[config.mk]
export PLATFORM = sky130hd
export DESIGN_NAME = edge_count_bcd
export DESIGN_NICKNAME = d
export VERILOG_FILES = /design/src/rtl/freq_pkg.sv /design/src/rtl/edge_detect.sv /design/src/rtl/edge_count_bcd.sv
export SDC_FILE = /design/constraint.sdc
export NUM_CORES = 1
export LEC_CHECK = 0
export CAP_MARGIN = 20
export CELL_PAD_IN_SITES_DETAIL_PLACEMENT = 0
export CELL_PAD_IN_SITES_GLOBAL_PLACEMENT = 1
export CORE_MARGIN = 4
export CORE_UTILIZATION = 46
export CTS_CLUSTER_SIZE = 24
export DETAILED_ROUTE_END_ITERATION = 6
export PLACE_DENSITY = 0.83
export SYNTH_ARGS = -nofsm -noshare
export SYNTH_HDL_FRONTEND = slang
export SYNTH_SLANG_ARGS = --single-unit
[constraint.sdc]
create_clock -name clk -period 2.1 [get_ports clk]
set_input_delay 0.315 -clock clk [delete_from_list [all_inputs] [get_ports clk]]
set_output_delay 0.315 -clock clk [all_outputs]
set_load 0.01 [all_outputs]
[src/rtl/freq_pkg.sv]
// Shared types and constants for the edge-count frequency front end.
// The overflow digit choice lives in edge_count_bcd (macro OVF_BLANK_EN).
package freq_pkg;

   typedef enum logic {
      IDLE = 1'b0,
      TENS = 1'b1
   } state_t;

   localparam int         MAX_DISPLAY = 99;
   localparam int         DIGIT_BASE  = 10;
   localparam logic [3:0] BLANK_DIGIT = 4'hF;

endpackage

[src/rtl/edge_detect.sv]
// Two-flop synchroniser plus history flop; emits a one-cycle pulse per rising
// edge of an asynchronous input, two cycles after the input is first sampled high.
module edge_detect (
   input  logic clk,
   input  logic reset,
   input  logic async_in,
   output logic edge_pulse
);

   logic s1;
   logic s2;
   logic s3;

   always_ff @(posedge clk) begin
      if (reset) begin
         s1 <= 1'b0;
         s2 <= 1'b0;
         s3 <= 1'b0;
      end else begin
         s1 <= async_in;
         s2 <= s1;
         s3 <= s2;
      end
   end

   assign edge_pulse = s2 & ~s3;

endmodule

[src/rtl/edge_count_bcd.sv]
// Counts rising edges of `signal` per UPDATE_PERIOD-clock window and reports the
// count as two BCD digits with a load strobe. Macro OVF_BLANK_EN: counts > 99 show blank (4'hF) instead of 99.
module edge_count_bcd
   import freq_pkg::*;
#(
   parameter int UPDATE_PERIOD = 1200,
   parameter int CNT_W         = 12
) (
   input  logic       clk,
   input  logic       reset,
   input  logic       signal,
   output logic [3:0] ten_count,
   output logic [3:0] unit_count,
   output logic       load
);

   localparam int             WIN_W    = $clog2(UPDATE_PERIOD);
   localparam logic [WIN_W-1:0] WIN_LAST = WIN_W'(UPDATE_PERIOD - 1);
   localparam logic [CNT_W-1:0] CNT_MAX  = '1;
   localparam logic [CNT_W-1:0] BASE     = CNT_W'(DIGIT_BASE);
   localparam logic [CNT_W-1:0] CLIP_AT  = CNT_W'(MAX_DISPLAY);

`ifdef OVF_BLANK_EN
   localparam logic [3:0] OVF_DIGIT = BLANK_DIGIT;
`else
   localparam logic [3:0] OVF_DIGIT = 4'(MAX_DISPLAY % DIGIT_BASE);
`endif

   logic             edge_pulse;
   logic [WIN_W-1:0] win_cnt;
   logic             win_end;
   logic [CNT_W-1:0] edge_cnt;
   logic [CNT_W-1:0] edge_inc;
   logic [CNT_W-1:0] closing_cnt;

   state_t           state;
   state_t           state_nxt;
   logic [CNT_W-1:0] work;
   logic [CNT_W-1:0] work_nxt;
   logic [3:0]       tens;
   logic [3:0]       tens_nxt;
   logic             clip;
   logic             clip_nxt;
   logic [3:0]       ten_nxt;
   logic [3:0]       unit_nxt;
   logic             load_nxt;

   edge_detect u_edge_detect (
      .clk        (clk),
      .reset      (reset),
      .async_in   (signal),
      .edge_pulse (edge_pulse)
   );

   assign win_end = (win_cnt == WIN_LAST);

   always_ff @(posedge clk) begin
      if (reset || win_end) begin
         win_cnt <= '0;
      end else begin
         win_cnt <= win_cnt + 1'b1;
      end
   end

   // An edge in the last window cycle is folded into the captured total,
   // so the counter can simply restart from zero on the following cycle.
   assign edge_inc    = (edge_cnt == CNT_MAX) ? edge_cnt : edge_cnt + 1'b1;
   assign closing_cnt = edge_pulse ? edge_inc : edge_cnt;

   always_ff @(posedge clk) begin
      if (reset || win_end) begin
         edge_cnt <= '0;
      end else begin
         edge_cnt <= closing_cnt;
      end
   end

   always_ff @(posedge clk) begin
      if (reset) begin
         state      <= IDLE;
         work       <= '0;
         tens       <= '0;
         clip       <= 1'b0;
         ten_count  <= '0;
         unit_count <= '0;
         load       <= 1'b0;
      end else begin
         state      <= state_nxt;
         work       <= work_nxt;
         tens       <= tens_nxt;
         clip       <= clip_nxt;
         ten_count  <= ten_nxt;
         unit_count <= unit_nxt;
         load       <= load_nxt;
      end
   end

   // Handshake: load is a valid-only strobe with no ready; it is high for
   // exactly one cycle per window and the digits are stable whenever it is high
   // and until the next strobe.
   always_comb begin
      state_nxt = state;
      work_nxt  = work;
      tens_nxt  = tens;
      clip_nxt  = clip;
      ten_nxt   = ten_count;
      unit_nxt  = unit_count;
      load_nxt  = 1'b0;
      case (state)
         IDLE: begin
            if (win_end) begin
               work_nxt  = closing_cnt;
               clip_nxt  = (closing_cnt > CLIP_AT);
               tens_nxt  = '0;
               state_nxt = TENS;
            end
         end
         TENS: begin
            if (clip) begin
               ten_nxt   = OVF_DIGIT;
               unit_nxt  = OVF_DIGIT;
               load_nxt  = 1'b1;
               state_nxt = IDLE;
            end else if (work >= BASE) begin
               work_nxt = work - BASE;
               tens_nxt = tens + 4'd1;
            end else begin
               ten_nxt   = tens;
               unit_nxt  = work[3:0];
               load_nxt  = 1'b1;
               tens_nxt  = '0;
               state_nxt = IDLE;
            end
         end
         default: state_nxt = IDLE;
      endcase
   end

endmodule

Word level (Yosys, flattened, before mapping)
Index checks and enable logic that the tools add are counted.
{ "totals": {"out_inout_bits": 9, "ff_bits": 53} }
{ "op_classes": {"n_addsub": 4, "magnitude_cmp": 2, "mux": 20, "n_bitwise": 3, "reduce_logical": 6, "n_eq_ne": 6} }
{ "op_table": {"columns": ["op", "n"], "rows": [
  ["$mux 12", 5],
  ["$mux 4", 7],
  ["$pmux 12 s2", 1],
  ["$add 12x1->12 const B", 1],
  ["$eq 12x12->1 const B", 1],
  ["$ge 12x4->1 const B", 1],
  ["$gt 12x7->1 const B", 1],
  ["$sub 12x4->12 const B", 1],
  ["$add 11x1->11 const B", 1],
  ["$eq 11x11->1 const B", 1],
  ["$pmux 4 s2", 1],
  ["$ne 2x2->1 const B", 3],
  ["$reduce_and 2->1", 3],
  ["$mux 1", 5],
  ["$add 4x1->4 const B", 1],
  ["$reduce_and 3->1", 1],
  ["$ne 2x1->1 const B", 1],
  ["$not 1->1", 2],
  ["$pmux 1 s2", 1],
  ["$reduce_or 2->1", 1],
  ["$and 1x1->1", 1],
  ["$logic_or 1x1->1", 1]
]} }

Logic depth before layout (Yosys ltp)
{ "depth": {"ltp_word": 5, "mapped_depth": 7, "mapped_depth_nobuf": 7} }

Modules after synthesis
A second synthesis with hierarchy kept.
{ "hier_totals": {"hier_cells": 304, "area_unflattened_um2": 2617.5} }
{ "modules_own_cells": {"columns": ["mod", "n_inst", "cells_per_inst", "area_each_um2", "seq_area_each_um2"], "rows": [
  ["edge_count_bcd", 1, 297, 2529.9, 1001.0],
  ["edge_detect", 1, 7, 87.6, 60.1]
]} }

Least setup slack after synthesis
OpenSTA, ideal clock, no wires.
{ "synth_path": {"path_type": "reg2reg", "from": "register win_cnt[0]", "to": "register work[6]", "arrival_time_ns": 1.705, "period_less_slack_ns": 1.838, "path_slack_ns": 0.262, "path_buffers": 1, "required_ns": 1.967, "setup_time_ns": 0.133, "stages_incl_launch_ff": 8, "cell_sequence": "dfxtp_1 -> ha_1 -> nand4_1 -> o41ai_4 -> a21oi_2 -> buf_6 -> o211ai_1 -> o31ai_1"} }
{ "synth_between": {"elab_chain_len": 3} }
{ "synth_rtl": {"columns": ["item", "line_no", "rtl"], "rows": [
  ["start: declaration", "edge_count_bcd.sv:30", "logic [WIN_W-1:0] win_cnt;"],
  ["start signal: assignment", "edge_count_bcd.sv:61", "win_cnt <= win_cnt + 1'b1;"],
  ["$eq 11x11->1", "edge_count_bcd.sv:55", "assign win_end = (win_cnt == WIN_LAST);"],
  ["$ne 2x2->1 (no source line)", null, null],
  ["$reduce_and 3->1 (no source line)", null, null],
  ["end signal: assignment", "edge_count_bcd.sv:89", "work <= work_nxt;"],
  ["end: declaration", "edge_count_bcd.sv:38", "logic [CNT_W-1:0] work;"]
]} }
No other way between the ends.
A chain may end at the register's enable or synchronous reset.

Final worst setup path
{ "layout_path": {"from": "register win_cnt[0]", "to": "register work[8]"} }
Same word-level chain as after synthesis.

==> results by group <==
Final layout
  – Layout area overhead: 17.0%
  – Nets: 314
  – Non-filler cells, final: 378
  – Antenna cells: 0
  – Share of cells above drive strength 1: 13.6%
  – Core Util, Final: 56.5%
  – # fillers: 479

Setup path
  – CP delay by family, top: compound AO/OA/AOI/OAI gates
  – CP max stage cell: dfxtp_2
  – Critical Path RT: 2.29 ns
  – CP Buf/Inv Count: 2
  – Critical Path AT: 2.16 ns
  – Worst path most repeated cell: buf_4
  – Crit Path Max Fanout: 15
  – Critical path launch point type: flip-flop
  – Crit path cell chain: ha_2, nand4_1, buf_4, o41ai_4, a21oi_2, buf_4, a21o_1, a32o_1
  – Critical Path Max Stage Delay: 0.36 ns
  – CP Capture Type: flip-flop
  – Setup CP Type: reg -> reg

Clocking
  – Num Clock Sinks: 53
  – Htree depth: 2
  – TritonCTS clock tree: built
  – Reg clk slew, reported paths: 0.10 ns
  – Clock latency on the worst-skew pair: 0.30 ns
  – Clock buffer depth: 2
  – CTS root buffer: clkbuf_8
  – Num CTS Buffers: 5

Die
  – IO Count: 12
  – Initial Util: 48.3%
  – Die height: 81.7 um
  – Die area: 6670 sq um
  – Row count: 26
  – Die X: 81.7 um
  – Core Area: 5170 sq um

Pwr
  – Pleak: 0.00107 uW
  – Power density over cell area: 599 nW/um^2
  – Peak VDD IR: 0.000432 V

Detailed routing
  – Total wire length: 5.41 mm
  – DR vias: 2118
  – DR pass1 iterations: 4
  – Remaining routing DRC violations: 0
  – Drt wl/cell: 14.3 um
  – Post-DRT Antenna Nets: 0
  – 1st-iter DRT viols: 136
  – Via-to-Cell Ratio: 5.60

Timing
  – Setup violators final: 0
  – Relative slew slack: 63.1%
  – Fmax: 0.509 GHz
  – Final hold violations: 0
  – Clock Skew: 0.00631 ns
  – Final Cycle Share: 93.6%
  – Period minus WS final: 1.97 ns
  – Final worst-path setup slack: 0.134 ns
  – Worst-Margin Slew: 0.550 ns
  – Unrepaired setup endpoints after global routing: no
  – Final Max Slew Viols: 0

Synthesis
  – Syn Nets: 287
  – #FFs+latches synth: 53
  – Ys Warns: 0
  – Yosys top cell by area: dfxtp_1
  – Share of the synthesized area in the top cell type: 42.5%
  – Count leader, synth: dfxtp_1
  – Mean Syn Cell Area: 8.92 sq um
  – Yosys cell types: 53
  – Ranking of synthesized cells by area: dfxtp_1 (42%), nor2_1 (6.0%), nor2b_1 (3.8%)
  – Register area share after synthesis: 42.5%
  – Mapped Cells: 280
  – Post-synth EDFFs: 0
  – Commonest cells in the netlist: dfxtp_1 (53), nor2_1 (40), nor2b_1 (15), nand2_1 (13), a21oi_1 (12)
  – Cell Area, Synth: 2500 sq um
  – Synth async-reset ratio: 0%
  – Main synth FF type: dfxtp_1

Global routing
  – Largest net degree at the start of global routing: 29
  – Total GRT Usage: 17.9%
  – First-pass GRT wire length: 9.26 mm
  – Total congestion overflow: 0
  – Initial antenna violation count: 0
  – Number of global-route vias before repair: 1997

Placed design
  – IO buf count: 11
  – Global placer's final weighted congestion: 0.864
  – Dpl cells: 369
  – Post-detail-place hpwl: 3.94 mm
  – Place WS: -0.000858 ns

Run
  – MaxCap Viol Count: 0

Min path
  – Hold Path Class: reg -> reg

Status
  – Run status: finished, final reports clean
what timing repair did:
item                                    4_1_cts  5_1_grt
gates resized for setup                       0        4
endpoints found under the setup margin        2        3
hold buffers                                  0        0
cloned                                        0        0
pin swaps                                     1        0
setup buffers                                 1        0
power breakdown:
| part | total, uW | switching (uW) | leakage [uW] | internal [uW] |
|---|---|---|---|---|
| clock network | 683 | 325 | 0.0000554 | 358 |
| registers | 1020 | 7.12 | 0.000428 | 1010 |
| logic | 46.0 | 27.5 | 0.000584 | 18.5 |
| total | 1750 | 360 | 0.00107 | 1390 |
sequential cells by signal (all words and copies together), names as in the netlist:
register / count
ten_count: 4
state: 1
edge_cnt: 12
tens: 4
unit_count: 4
load: 1
u_edge_detect.s3: 1
u_edge_detect.s2: 1
clip: 1
win_cnt: 11
work: 12
u_edge_detect.s1: 1
cells in the final DEF (no fill, tap or decap), drive strengths merged, types with 8 or more instances in the layout:
master         instances
inv                   11
clkdlybuf4s50         11
a31oi                  8
xor2                   9
nor2                  40
nand2                 13
nor2b                 15
nand3                 11
dfxtp                 53
a21oi                 15
nand4                  8
buf                   19
worst register-to-register path: stages (launching register included):
cell	delay, ns
dfxtp_2	0.36
ha_2	0.20
nand4_1	0.08
buf_4	0.17
o41ai_4	0.36
a21oi_2	0.09
buf_4	0.21
a21o_1	0.17
a32o_1	0.24
kinds of logic after synthesis:
group	Yosys count	synth area share, %
multiplexers	6	2.45
AND/OR/NAND/NOR	120	25.4
flip-flops	53	42.5
XOR/XNOR	13	4.56
adder cells (fa/ha/maj)	4	2.00
buffers and inverters	21	3.61
AO/OA/AOI/OAI	63	19.5
per-stage QoR:
stage	cell area, sq um	hold slack, ns	setup TNS (ns)	total power [uW]
final	2920	0.433	0	1750
after global routing	2920	0.457	0	1830
after CTS	2920	0.448	0	1770
after detailed placement	2800	0.424	-0.000858	1090
after global placement	2800	0.427	0	1090
after floorplan	2500	0.414	0	1070
path summary, 6_finish.rpt:
path / start / end / slack [ns] / cells after the start
worst max-delay path: win_cnt[0]$_SDFF_PP0_ / work[8]$_SDFFE_PP0P_ / 0.13 / 8
worst min-delay path: win_cnt[0]$_SDFF_PP0_ / win_cnt[0]$_SDFF_PP0_ / 0.43 / 1
worst max register to register: win_cnt[0]$_SDFF_PP0_ / work[8]$_SDFFE_PP0P_ / 0.13 / 8
worst min register to register: win_cnt[0]$_SDFF_PP0_ / win_cnt[0]$_SDFF_PP0_ / 0.43 / 1
final cells by class:
cell class	count	area, sq um	area share [%]
multi-input cells	206	1350	46.3
inverters	11	41.3	1.41
flip-flops and latches	53	1060	36.4
clock buffers	6	72.6	2.48
clock inverters	2	38.8	1.33
repair buffers	30	265	9.08
well taps	70	87.6	3.00
per-layer routing:
layer / global-route usage (%) / vias up / share of wire (%)
met5: 0 / - / 0
met4: 4.98 / 0 / 1.0
met3: 3.29 / 6 / 2.2
met2: 28.7 / 29 / 47
met1: 24.6 / 1008 / 50
li1: - / 1075 / -
(Power assumes the default switching activity.)
